<file path="src/rtl/router_pkt_rx.sv">
// Router packet receiver.
// Parses header / payload / parity packets, forwards every byte of a routed
// packet through a one-entry holding register to the addressed output FIFO,
// flags parity errors, and silently swallows packets addressed to port 3.
module router_pkt_rx (
    input  logic       clk,
    input  logic       rst,
    input  logic       pkt_valid,
    input  logic [7:0] din,
    input  logic [2:0] fifo_full,
    output logic       busy,
    output logic [2:0] we,
    output logic       lfd,
    output logic [7:0] dout,
    output logic       err
);

    // HDR is kept as a reserved encoding; nothing ever enters it.
    localparam logic [2:0] ST_IDLE   = 3'd0;
    localparam logic [2:0] ST_HDR    = 3'd1;
    localparam logic [2:0] ST_DATA   = 3'd2;
    localparam logic [2:0] ST_PARITY = 3'd3;
    localparam logic [2:0] ST_DROP   = 3'd4;

    logic [2:0] state_q,      state_d;
    logic [5:0] cnt_q,        cnt_d;
    logic [7:0] xor_q,        xor_d;
    logic       err_q,        err_d;
    logic       hold_valid_q, hold_valid_d;
    logic [7:0] hold_data_q,  hold_data_d;
    logic       hold_lfd_q,   hold_lfd_d;
    logic [1:0] hold_dest_q,  hold_dest_d;

    logic [2:0] dest_oh;
    logic       dest_full;
    logic       stall;
    logic       drain;
    logic       accept;
    logic       load;
    logic       load_lfd;
    logic [1:0] load_dest;

    // Decode the held destination and derive the handshake terms.
    always_comb begin
        dest_oh = 3'b000;
        case (hold_dest_q)
            2'd0:    dest_oh = 3'b001;
            2'd1:    dest_oh = 3'b010;
            2'd2:    dest_oh = 3'b100;
            default: dest_oh = 3'b000;
        endcase
        dest_full = |(fifo_full & dest_oh);
        stall     = hold_valid_q & dest_full;
        drain     = hold_valid_q & ~dest_full;
        accept    = pkt_valid & ~stall;
    end

    // Outputs are forced quiet while reset is asserted so the stale holding
    // register contents never leak out during the reset cycle.
    always_comb begin
        busy = stall & ~rst;
        we   = (drain & ~rst) ? dest_oh : 3'b000;
        lfd  = hold_valid_q & hold_lfd_q & ~rst;
        dout = (hold_valid_q & ~rst) ? hold_data_q : 8'h00;
        err  = err_q & ~rst;
    end

    // Packet FSM: byte counting, running parity, and which bytes get forwarded.
    // hold_dest_q doubles as the packet's destination: it is loaded with the
    // header and keeps its value after the holding register drains.
    always_comb begin
        state_d   = state_q;
        cnt_d     = cnt_q;
        xor_d     = xor_q;
        err_d     = 1'b0;
        load      = 1'b0;
        load_lfd  = 1'b0;
        load_dest = hold_dest_q;
        case (state_q)
            ST_IDLE: begin
                if (accept) begin
                    xor_d = din;
                    cnt_d = din[7:2];
                    if (din[1:0] == 2'd3) begin
                        state_d = ST_DROP;
                    end else begin
                        load      = 1'b1;
                        load_lfd  = 1'b1;
                        load_dest = din[1:0];
                        state_d   = (din[7:2] == 6'd0) ? ST_PARITY : ST_DATA;
                    end
                end
            end
            ST_DATA: begin
                if (accept) begin
                    load  = 1'b1;
                    xor_d = xor_q ^ din;
                    cnt_d = cnt_q - 6'd1;
                    if (cnt_q == 6'd1) begin
                        state_d = ST_PARITY;
                    end
                end
            end
            ST_PARITY: begin
                if (accept) begin
                    load    = 1'b1;
                    err_d   = (din != xor_q);
                    state_d = ST_IDLE;
                end
            end
            ST_DROP: begin
                // len payload bytes plus the parity byte: counter runs len..0.
                if (accept) begin
                    if (cnt_q == 6'd0) begin
                        state_d = ST_IDLE;
                    end else begin
                        cnt_d = cnt_q - 6'd1;
                    end
                end
            end
            default: begin
                state_d = ST_IDLE;
            end
        endcase
    end

    // Holding register: a new byte replaces the drained one in the same cycle.
    always_comb begin
        hold_valid_d = hold_valid_q;
        hold_data_d  = hold_data_q;
        hold_lfd_d   = hold_lfd_q;
        hold_dest_d  = hold_dest_q;
        if (load) begin
            hold_valid_d = 1'b1;
            hold_data_d  = din;
            hold_lfd_d   = load_lfd;
            hold_dest_d  = load_dest;
        end else if (drain) begin
            hold_valid_d = 1'b0;
        end
    end

    // State registers with synchronous reset.
    always_ff @(posedge clk) begin
        if (rst) begin
            state_q      <= ST_IDLE;
            cnt_q        <= 6'd0;
            xor_q        <= 8'h00;
            err_q        <= 1'b0;
            hold_valid_q <= 1'b0;
            hold_data_q  <= 8'h00;
            hold_lfd_q   <= 1'b0;
            hold_dest_q  <= 2'd0;
        end else begin
            state_q      <= state_d;
            cnt_q        <= cnt_d;
            xor_q        <= xor_d;
            err_q        <= err_d;
            hold_valid_q <= hold_valid_d;
            hold_data_q  <= hold_data_d;
            hold_lfd_q   <= hold_lfd_d;
            hold_dest_q  <= hold_dest_d;
        end
    end

endmodule

</file>
<file path="config.mk">
export PLATFORM = sky130hd
export DESIGN_NAME = router_pkt_rx
export DESIGN_NICKNAME = d
export VERILOG_FILES = /design/src/rtl/router_pkt_rx.sv
export SDC_FILE = /design/constraint.sdc
export NUM_CORES = 1
export LEC_CHECK = 0
export CAP_MARGIN = 20
export CORE_UTILIZATION = 42
export DETAILED_ROUTE_END_ITERATION = 12
export GPL_TIMING_DRIVEN = 0
export PLACE_DENSITY = 0.74
export SLEW_MARGIN = 30
export SYNTH_ARGS = -nofsm -noshare
export SYNTH_HDL_FRONTEND = slang
export SYNTH_SLANG_ARGS = --single-unit
</file>
<file path="constraint.sdc">
create_clock -name clk -period 2.6 [get_ports clk]
set_clock_uncertainty 0.05 [all_clocks]
set_input_delay 0.52 -clock clk [delete_from_list [all_inputs] [get_ports clk]]
set_output_delay 0.52 -clock clk [all_outputs]
set_load 0.1 [all_outputs]
</file>
==> results.py <==
metrics = {
    "critical_path": {
        "cpMaxStageDelayCell": "clkdlybuf4s50_1",
        "cp_top_family": "buffers and inverters",
        "r2r_start": "state_q[1]",
        "r2r-end": "xor_q[7]",
        "crit_chain": "clkdlybuf4s50_1, inv_2, nand2_1, nor4b_2, buf_6",
        "cp.required_ns": 2.03,
        "crit_type": "in2out",
        "crit_buf_inv": 3,
        "reg2regPathDepth": 5,
        "cp_max_fo": 6,
        "critPathLaunchType": "primary input",
        "rrSetupSlack_ns": 0.50,
        "slowest_delay_ns": 0.55,
        "critPathCaptureType": "output pin",
        "arrival_ns": 1.95,
    },
    "clock_tree": {
        "clk_pin_slew_ns": 0.06,
        "cts_hold_buf": 0,
        "cts_root_buf": "clkbuf_8",
        "clkSinkCount": 30,
        "htree_num_levels": 2,
        "cts_buffer_depth": 2,
        "cts_tree": "yes",
        "insertion_delay_ns": 0.28,
        "cts_buffers": 5,
    },
    "synth": {
        "synthTopCellsByArea": "dfxtp_1, a21oi_1, o21ai_0",
        "synth_top_area_cell": "dfxtp_1",
        "async_flop_share_pct": 0,
        "yosysTopAreaCellShare_pct": 33.2,
        "syn_avg_cell_area_um2": 7.96,
        "synth_common_cells": "dfxtp_1, a21oi_1, nand2_1, o21ai_0",
        "synth-main-ff-cell": "dfxtp_1",
        "synth.distinct_cells": 44,
        "syn-num-nets": 244,
        "synth_most_common_cell": "dfxtp_1",
        "ys_ff_latch": 30,
        "ys_seq_area_share_pct": 33.2,
        "syn_area_um2": 1810,
        "synth_edf_count": 0,
        "yosysWarnings": 0,
        "syn_inst": 227,
    },
    "timing": {
        "holdWs_ns": 0.420,
        "fin_crit_ns": 2.52,
        "setup-violations-final": 0,
        "slew_headroom_pct": 33.7,
        "rsz0062_at_grt": "no",
        "fmax_mhz": 396,
        "finalHoldViolCount": 0,
        "tightest_slew_ns": 0.992,
        "slew_viol_final": 0,
        "post-route-period-util_pct": 97.1,
    },
    "hold_path": {
        "min_from": "cnt_q[5]",
        "hp-class": "reg2reg",
        "holdPathEnd": "cnt_q[5]",
        "min_path_cells": 2,
    },
    "power": {
        "swShare_pct": 34.9,
        "finalPower_mw": 1.33,
        "leakagePower_nw": 0.805,
        "power_density_nw_per_um2": 603,
        "ir_worst_vdd_uv": 383,
        "p_int_uw": 869,
        "p_comb_share_pct": 29.7,
        "p_switching_uw": 466,
        "clkPwrFrac_pct": 29.0,
        "power.share.sequential_pct": 41.2,
    },
    "layout": {
        "nNetsFinal": 276,
        "final_cell_count_no_fill": 310,
        "regArea_um2": 601,
        "syn2layout_area_growth_pct": 22.6,
        "n_fill_cell": 402,
        "multi_input_area_um2": 1160,
        "drive_gt1_share_pct": 15.0,
        "antenna_cells": 0,
        "design_area_um2": 2210,
    },
    "status": {
        "status": "complete, no violations",
    },
    "placed_design": {
        "dp_hpwl_mm": 3.39,
        "place_congestion": 0.818,
        "dp_cells": 302,
        "dpl-instance-area_um2": 2150,
        "port_buffers": 25,
    },
    "global_route": {
        "track_usage_pct": 23.0,
        "grt_max_degree": 11,
        "grt_pass1_vias": 1634,
        "grt_pass1_wl_mm": 7.78,
        "overflow": 0,
        "grt_antenna_before_repair": 0,
    },
    "die": {
        "rows": 23,
        "die_y_um": 67.6,
        "dieArea_um2": 4570,
        "start_util_pct": 44.5,
        "core_um2": 4060,
        "ios": 28,
        "die_w_um": 67.6,
    },
    "flow_run": {
        "drv_cap": 0,
    },
    "detailed_routing": {
        "antenna_left": 0,
        "wl_mm": 4.89,
        "drc": 0,
        "vias": 1808,
        "drtIter0Drc": 126,
        "wl_per_cell_um": 15.8,
        "via_per_inst": 5.83,
        "drt_first_pass_iters": 4,
    },
}
## cell usage in the layout (no fill, tap or decap), types with 3 or more instances in the layout
| master | count |
|---|---|
| ha_1 | 3 |
| mux2i_1 | 4 |
| nor2_1 | 12 |
| clkbuf_4 | 9 |
| o211ai_1 | 8 |
| clkbuf_8 | 6 |
| and2_1 | 10 |
| clkdlybuf4s50_1 | 11 |
| dfxtp_1 | 30 |
| o31ai_1 | 3 |
| a21oi_1 | 23 |
| buf_2 | 4 |
| inv_1 | 4 |
| nand2_1 | 17 |
| buf_6 | 3 |
| xor2_1 | 8 |
| o21ai_0 | 16 |
| nor4_1 | 4 |
| nand3_1 | 12 |
| nor3_1 | 7 |
| clkbuf_1 | 11 |
| o21ai_1 | 7 |
| a211oi_1 | 4 |
## per-layer routing
metal	wire (µm)	global-route usage (%)
met5	0	0
met2	2280	35.4
met3	293	5.24
met1	2240	31.3
met4	75	7.98
## worst min-delay path, stage by stage, from the launching register on
cell,delay (ns)
dfxtp_1,0.31
nand2_1,0.05
o32ai_1,0.06
## registers in the layout (all words and copies together), names as in the netlist
register / count
xor_q: 8
cnt_q: 6
err_q: 1
hold_data_q: 8
hold_lfd_q: 1
hold_valid_q: 1
hold_dest_q: 2
state_q: 3
## how the worst max path moves through the flow
stage	start	endpoint	slack, ns	cells past startpoint
floorplan	rst	we[1]	-0.46	3
global placement	rst	we[2]	-0.85	5
detailed placement	rst	we[2]	-0.84	5
CTS	rst	we[2]	-0.002	5
global route	rst	we[2]	0.003	5
finish	rst	we[2]	0.08	5
## area by class of cell
| cell class | count | share of cell area [%] |
|---|---|---|
| Multi-Input combinational cell | 178 | 52.4 |
| Inverter | 5 | 0.847 |
| Buffer | 14 | 2.60 |
| Clock inverter | 1 | 0.226 |
| Clock buffer | 7 | 3.90 |
| Sequential cell | 30 | 27.1 |
| Timing Repair Buffer | 25 | 10.1 |
| Tap cell | 50 | 2.82 |
## through the flow
stage	TNS (ns)	utilization (%)	setup slack, ns
2_1_floorplan	-1.35	-	-0.461
3_5_place_dp	-11.11	52.9	-0.837
4_1_cts	-0.00157	54.1	-0.00157
3_3_place_gp	-10.89	52.9	-0.847
5_1_grt	0	54.6	0.00349
6_report	0	54.6	0.0766
## repair_timing
item / in CTS / in global routing
setup buffers: 0 / 0
endpoints found under the setup margin: 14 / 14
gates resized for setup: 81 / 11
cloned: 0 / 0
## cell families after synthesis
kind of cell               after synthesis  synth area share (%)
and+or+nand+nor                         81                  23.8
AOI/OAI and AO/OA                       80                  29.3
DFF                                     30                  33.2
buffers and inverters                   19                  4.16
xor gates and xnor gates                 9                  4.36
muxes                                    5                  3.05
adders and majority gates                3                  2.08
## power groups by stage
stage	Clock (mW)	Combinational (mW)	Sequential, mW
floorplan	0	0.291	0.549
global placement	0	0.383	0.558
detailed placement	0	0.390	0.560
CTS	0.394	0.392	0.549
global route	0.414	0.436	0.557
finish	0.388	0.397	0.550
No activity file was read; power rests on OpenSTA's default activity.
